**config.mk**
```make
export PLATFORM = sky130hd
export DESIGN_NAME = data_mem_arbiter
export DESIGN_NICKNAME = d
export VERILOG_FILES = /design/src/rtl/data_mem_arbiter.sv
export SDC_FILE = /design/constraint.sdc
export NUM_CORES = 1
export LEC_CHECK = 0
export ABC_AREA = 1
export CORE_MARGIN = 8
export CORE_UTILIZATION = 25
export CTS_CLUSTER_DIAMETER = 30
export DETAILED_ROUTE_END_ITERATION = 6
export PLACE_DENSITY = 0.52
export REMOVE_ABC_BUFFERS = 1
export SLEW_MARGIN = 5
export SYNTH_ARGS = -nofsm -noshare
export SYNTH_HDL_FRONTEND = slang
export SYNTH_SLANG_ARGS = --single-unit
```
**constraint.sdc**
```tcl
create_clock -name clk -period 1.6 [get_ports clk]
set_input_delay 0.32 -clock clk [delete_from_list [all_inputs] [get_ports clk]]
set_output_delay 0.32 -clock clk [all_outputs]
set_load 0.005 [all_outputs]
```
**src/rtl/data_mem_arbiter.sv**
```systemverilog
// Arbiter sharing one single-port data memory between port C (CPU) and port D (debug/loader).
// Build option ARB_ROUND_ROBIN_EN: round-robin on conflict; undefined = fixed priority to port C.
module data_mem_arbiter #(
  parameter int ADDR_W = 6,
  parameter int DATA_W = 8,
  parameter int CNT_W  = 8
) (
  input  logic              clk,
  input  logic              reset_n,
  input  logic              c_req,
  input  logic              c_we,
  input  logic [ADDR_W-1:0] c_addr,
  input  logic [DATA_W-1:0] c_wdata,
  output logic              c_gnt,
  output logic              c_rvalid,
  output logic [DATA_W-1:0] c_rdata,
  input  logic              d_req,
  input  logic              d_we,
  input  logic [ADDR_W-1:0] d_addr,
  input  logic [DATA_W-1:0] d_wdata,
  output logic              d_gnt,
  output logic              d_rvalid,
  output logic [DATA_W-1:0] d_rdata,
  output logic              mem_read,
  output logic              mem_write,
  output logic [ADDR_W-1:0] mem_addr,
  output logic [DATA_W-1:0] mem_wdata,
  input  logic [DATA_W-1:0] mem_rdata,
  output logic              busy,
  output logic [CNT_W-1:0]  conflict_cnt
);

`ifdef ARB_ROUND_ROBIN_EN
  localparam bit RR_EN = 1'b1;
`else
  localparam bit RR_EN = 1'b0;
`endif

  typedef enum logic [1:0] {IDLE, ACCESS, RDWAIT} state_t;

  state_t            state;
  logic              last_win;  // 0 = C, 1 = D
  logic              owner;
  logic              win;
  logic              win_we;
  logic [ADDR_W-1:0] win_addr;
  logic [DATA_W-1:0] win_wdata;
  logic              conflict;

  always_comb begin
    conflict = c_req && d_req;
    if (conflict) win = RR_EN ? ~last_win : 1'b0;
    else          win = ~c_req;
    win_we    = win ? d_we    : c_we;
    win_addr  = win ? d_addr  : c_addr;
    win_wdata = win ? d_wdata : c_wdata;
  end

  always_ff @(posedge clk or negedge reset_n) begin
    if (!reset_n) begin
      state        <= IDLE;
      last_win     <= 1'b1;
      owner        <= 1'b0;
      c_gnt        <= 1'b0;
      d_gnt        <= 1'b0;
      c_rvalid     <= 1'b0;
      d_rvalid     <= 1'b0;
      c_rdata      <= '0;
      d_rdata      <= '0;
      mem_read     <= 1'b0;
      mem_write    <= 1'b0;
      mem_addr     <= '0;
      mem_wdata    <= '0;
      busy         <= 1'b0;
      conflict_cnt <= '0;
    end else begin
      c_gnt     <= 1'b0;
      d_gnt     <= 1'b0;
      c_rvalid  <= 1'b0;
      d_rvalid  <= 1'b0;
      mem_read  <= 1'b0;
      mem_write <= 1'b0;
      case (state)
        IDLE: begin
          if (c_req || d_req) begin
            owner     <= win;
            last_win  <= win;
            mem_addr  <= win_addr;
            mem_wdata <= win_wdata;
            mem_read  <= ~win_we;
            mem_write <= win_we;
            c_gnt     <= ~win;
            d_gnt     <= win;
            busy      <= 1'b1;
            state     <= ACCESS;
            if (conflict && conflict_cnt != {CNT_W{1'b1}})
              conflict_cnt <= conflict_cnt + CNT_W'(1);
          end
        end
        ACCESS: begin
          // mem_read is still high this cycle only for a read access
          if (mem_read) begin
            state <= RDWAIT;
          end else begin
            state <= IDLE;
            busy  <= 1'b0;
          end
        end
        RDWAIT: begin
          state <= IDLE;
          busy  <= 1'b0;
          if (owner) begin
            d_rdata  <= mem_rdata;
            d_rvalid <= 1'b1;
          end else begin
            c_rdata  <= mem_rdata;
            c_rvalid <= 1'b1;
          end
        end
        default: begin
          state <= IDLE;
          busy  <= 1'b0;
        end
      endcase
    end
  end

endmodule

```
After elaboration in Yosys (flattened, before gate mapping)
Index checks and enable logic that the tools add are counted.
W data, S select, Z words.
- register bits after elaboration: 48
- bits of input ports: 42
- bitwise operators: 4
- reduce and logical (&&, ||, !) cells: 9
- $add $sub $neg: 1
- eq/ne operators: 5
- multiplexer cells: 22
- operators by type and width (operator ; count):
    $mux W1 ; 16
    $add A8 B1 Y8 const B ; 1
    $mux W8 ; 1
    $ne A8 B8 Y1 const B ; 1
    $reduce_and A2 Y1 ; 4
    $mux W6 ; 1
    $mux W2 ; 2
    $ne A2 B2 Y1 const B ; 2
    $not A1 Y1 ; 4
    $pmux W2 S2 ; 1
    $reduce_and A3 Y1 ; 1
    $eq A2 B1 Y1 const B ; 1
    $eq A2 B2 Y1 const B ; 1
    $logic_and A1 B1 Y1 ; 2
    $logic_not A2 Y1 ; 1
    $pmux W1 S2 ; 1
    $logic_or A1 B1 Y1 ; 1

Logic depth before layout (Yosys ltp)
- word-level depth: 6
- depth in mapped cells: 7
- depth with buffers taken out: 7

Worst setup path before layout
No wires, ideal clock.
- kind: register to register
- start: reg conflict_cnt[0]
- end: reg conflict_cnt[0]
- clock period less this slack: 1225 ps
- path buffers: 0
- arrival time: 1159 ps
- cell stages (with the launch flop): 7
- slack: 375 ps
- library setup time: 65 ps
- cells stage by stage: dfrtp_1 ha_1 nand2_1 nor2_2 a21oi_2 nand2_1 nand2_1
- cells in the longest elaborated chain, start to end: 3
- ends and longest elaborated chain (what ; RTL line ; RTL):
    start: declaration ; 30 ; output logic [CNT_W-1:0] conflict_cnt
    start signal: assignment ; 97 ; conflict_cnt <= conflict_cnt + CNT_W'(1);
    branches (longest 3 deep; another with $add A8 B1 Y8) ; n/a ;
Several ways; the timed one is not identified.
A chain may end at the register's enable or synchronous reset.

Worst setup path after layout
- start: reg conflict_cnt[1]
- end: out conflict_cnt[1]
No word-level cell between the ends.

==> results_dict.tcl <==
set metrics [dict create \
    first_global_vias 1904 \
    drc_errors 0 \
    timing.slew.headroom_pct 76.2 \
    synthesis.area_per_instance_um2 8.81 \
    timing_max_transition_violations_final 0 \
    fin_area_um2 3370 \
    postLayoutCoreUtil_pct 41.4 \
    floorplan.die.height_um 107 \
    cp.arrival_ns 1.23 \
    dieArea_um2 11400 \
    worst_path_dominant_cell_family "buffers and inverters" \
    initialDrtViolationCount 58 \
    clk_root_buffer_cell "sky130_fd_sc_hd__clkbuf_8" \
    layout_min_cycle_time_ns 1.55 \
    post-synth-top-area-fraction_pct 58.0 \
    synth-edff-count 0 \
    critical_path_buf_inv_count 1 \
    synth-async-reset-ratio_pct 100 \
    clk_pin_slew_worst_paths_ns 0.09 \
    groute.usage.overall_pct 10.2 \
    timing.critical_path.fanout_max 4 \
    cellPowerDensity_nw_per_um2 1500 \
    hold_path_class "input port to async pin" \
    antenna_violating_nets_post_route 0 \
    netlist_top_cells_area "sky130_fd_sc_hd__dfrtp_1, sky130_fd_sc_hd__nand2_1, sky130_fd_sc_hd__nor2_1" \
    globalRouteOverflowTotal 0 \
    synth.cell_area_um2 2070 \
    synth_sequential_area_ratio_pct 58.0 \
    reg2reg_depth 8 \
    std_cell_rows 33 \
    path_class "register to output port" \
    post-place-cells 428 \
    largest_stage_delay_worst_path_ns 0.53 \
    layout.filler_cells 831 \
    routed_wl_um 5720 \
    setup_violations 0 \
    post-dp-hpwl_um 4230 \
    ir_drop_uv 539 \
    critical_path.slowest_cell "sky130_fd_sc_hd__clkdlybuf4s50_1" \
    area_of_the_core_region_um2 8130 \
    area_growth_pct 62.8 \
    port_buffers 86 \
    largest_net_degree_at_the_start_of_global_routing 35 \
    static-leakage-power_nw 1.60 \
    syn_inst_count 235 \
    fin_hold_ws_ns 0.455 \
    via_count 1892 \
    drt-vias-per-instance 4.22 \
    max_slew.worst_pin.slew_ns 0.358 \
    finish.net_count 385 \
    timing.max_cap.violations 0 \
    result_of_the_run "complete, no violations" \
    post_drt_wl_per_cell_um 12.8 \
    setup.worst_path.start_class "register" \
    finalSetupTns_ns 0 \
    final_layout_size_suffix_gt1_share_pct 11.1 \
    synthMostInstantiatedCell "sky130_fd_sc_hd__nand2_1" \
    path_cells "clkdlybuf4s50_1" \
    capturing_element_type_of_the_critical_path "output port" \
    worst_r2r_endpoint "conflict_cnt[1]" \
    max-clock-path-buffers 2 \
    floorplan.initialDensity_pct 25.4 \
    synth-seq-cells 48 \
    antenna_violations_before_repair 0 \
    synth.yosys.warnings 0 \
    cts-buffers-inserted 5 \
    cp_data_required_time_ns 1.28 \
    clock_insertion_delay_worst_skew_ns 0.30 \
    num_io_pins 87 \
    detail_route.first_pass.iterations 4 \
    synth_top_area_cell "sky130_fd_sc_hd__dfrtp_1" \
    fmax_mhz 645 \
    ys_top_cells_by_count "sky130_fd_sc_hd__nand2_1, sky130_fd_sc_hd__dfrtp_1, sky130_fd_sc_hd__nor2_1" \
    count_of_h_tree_levels_built_during_cts 2 \
    die-width_um 107 \
    clock_skew_ns 0.00570 \
    postSynth.topFlopCell "sky130_fd_sc_hd__dfrtp_1" \
    clock_sinks 48 \
    synth.lib_cells_used.distinct 21 \
    n_diodes 0 \
    fin_crit_sh_pct 96.8 \
    final_cell_count_no_fill 448 \
    placedInstanceArea_um2 3110 \
    routabilityCongestion 0.741 \
    rr_startpoint "conflict_cnt[0]" \
    grt_first_pass_wirelength_um 9430 \
    tritoncts "built" \
    final-hold-violation-count 0 \
    regToRegSetupSlack_ns 0.16 \
]
[cell type report]
| cell class | instances | area, µm² | area share (%) |
|---|---|---|---|
| Clock inverter | 3 | 90.1 | 2.67 |
| Multi-Input combinational cell | 159 | 737 | 21.9 |
| Sequential cell | 48 | 1200 | 35.7 |
| Clock buffer | 5 | 68.8 | 2.04 |
| Timing Repair Buffer | 108 | 1060 | 31.6 |
| Tap cell | 105 | 131 | 3.90 |
| Inverter | 20 | 75.1 | 2.23 |
[timing repair]
| action | in CTS | in global routing |
|---|---|---|
| buffers inserted | 2 | 9 |
| gates resized for setup | 1 | 2 |
| hold buffers | 1 | 0 |
| endpoints found under the setup margin | 3 | 6 |
| endpoints found under the hold margin | 14 | 0 |
[cells by family after synthesis]
logic type | share of synthesized area (%)
AND/OR/NAND/NOR | 22.6
buffers and inverters | 6.35
AO/OA/AOI/OAI | 11.2
XOR/XNOR | 1.27
flip-flops | 58.0
adder cells (fa/ha/maj) | 0.604
[registers in the layout, indices dropped and copies added, names as in the netlist, 2 cells and up]
signal / flops
d_rdata: 8
c_rdata: 8
state: 2
mem_wdata: 8
conflict_cnt: 8
mem_addr: 6
[worst max-delay path by stage]
stage	startpoint	end	slack, ns	cells after the start
global route	conflict_cnt[1]	conflict_cnt[1]	-0.001	1
detailed placement	c_req	conflict_cnt[6]	0.01	7
CTS	conflict_cnt[7]	conflict_cnt[7]	0.004	1
global placement	c_req	conflict_cnt[0]	0.01	7
finish	conflict_cnt[1]	conflict_cnt[1]	0.05	1
floorplan	d_req	busy	0.20	3
[per-stage QoR]
step / setup slack, ns / power, mW
after detailed placement: 0.00993 / 3.83
final: 0.0506 / 5.05
after CTS: 0.00356 / 5.07
after floorplan: 0.203 / 2.53
after global placement: 0.0103 / 3.81
after global routing: -0.00122 / 5.44
[where the power goes]
part,switching (mW),internal (mW)
sequential,0.268,1.67
clock,0.409,0.781
combinational,0.720,1.20
total,1.40,3.65
[metal layers]
metal | up-vias | track usage (%) | wire, µm
met1 | 880 | 11.2 | 2320
met4 | 0 | 3.02 | 57
met2 | 54 | 17.4 | 2850
met3 | 5 | 4.68 | 483
li1 | 953 | - | -
met5 | - | 0 | 0
[cell usage in the layout (no fill, tap or decap), drive strengths merged]
master,n
a21oi,3
buf,22
bufinv,3
clkbuf,5
clkdlybuf4s50,84
dfrtp,48
dlygate4sd3,1
dlymetal6s2s,1
ha,1
inv,20
nand2,73
nand3,7
nor2,38
o21ai,19
o22a,1
o31ai,14
xor2,3
No activity file was read; power rests on OpenSTA's default activity.
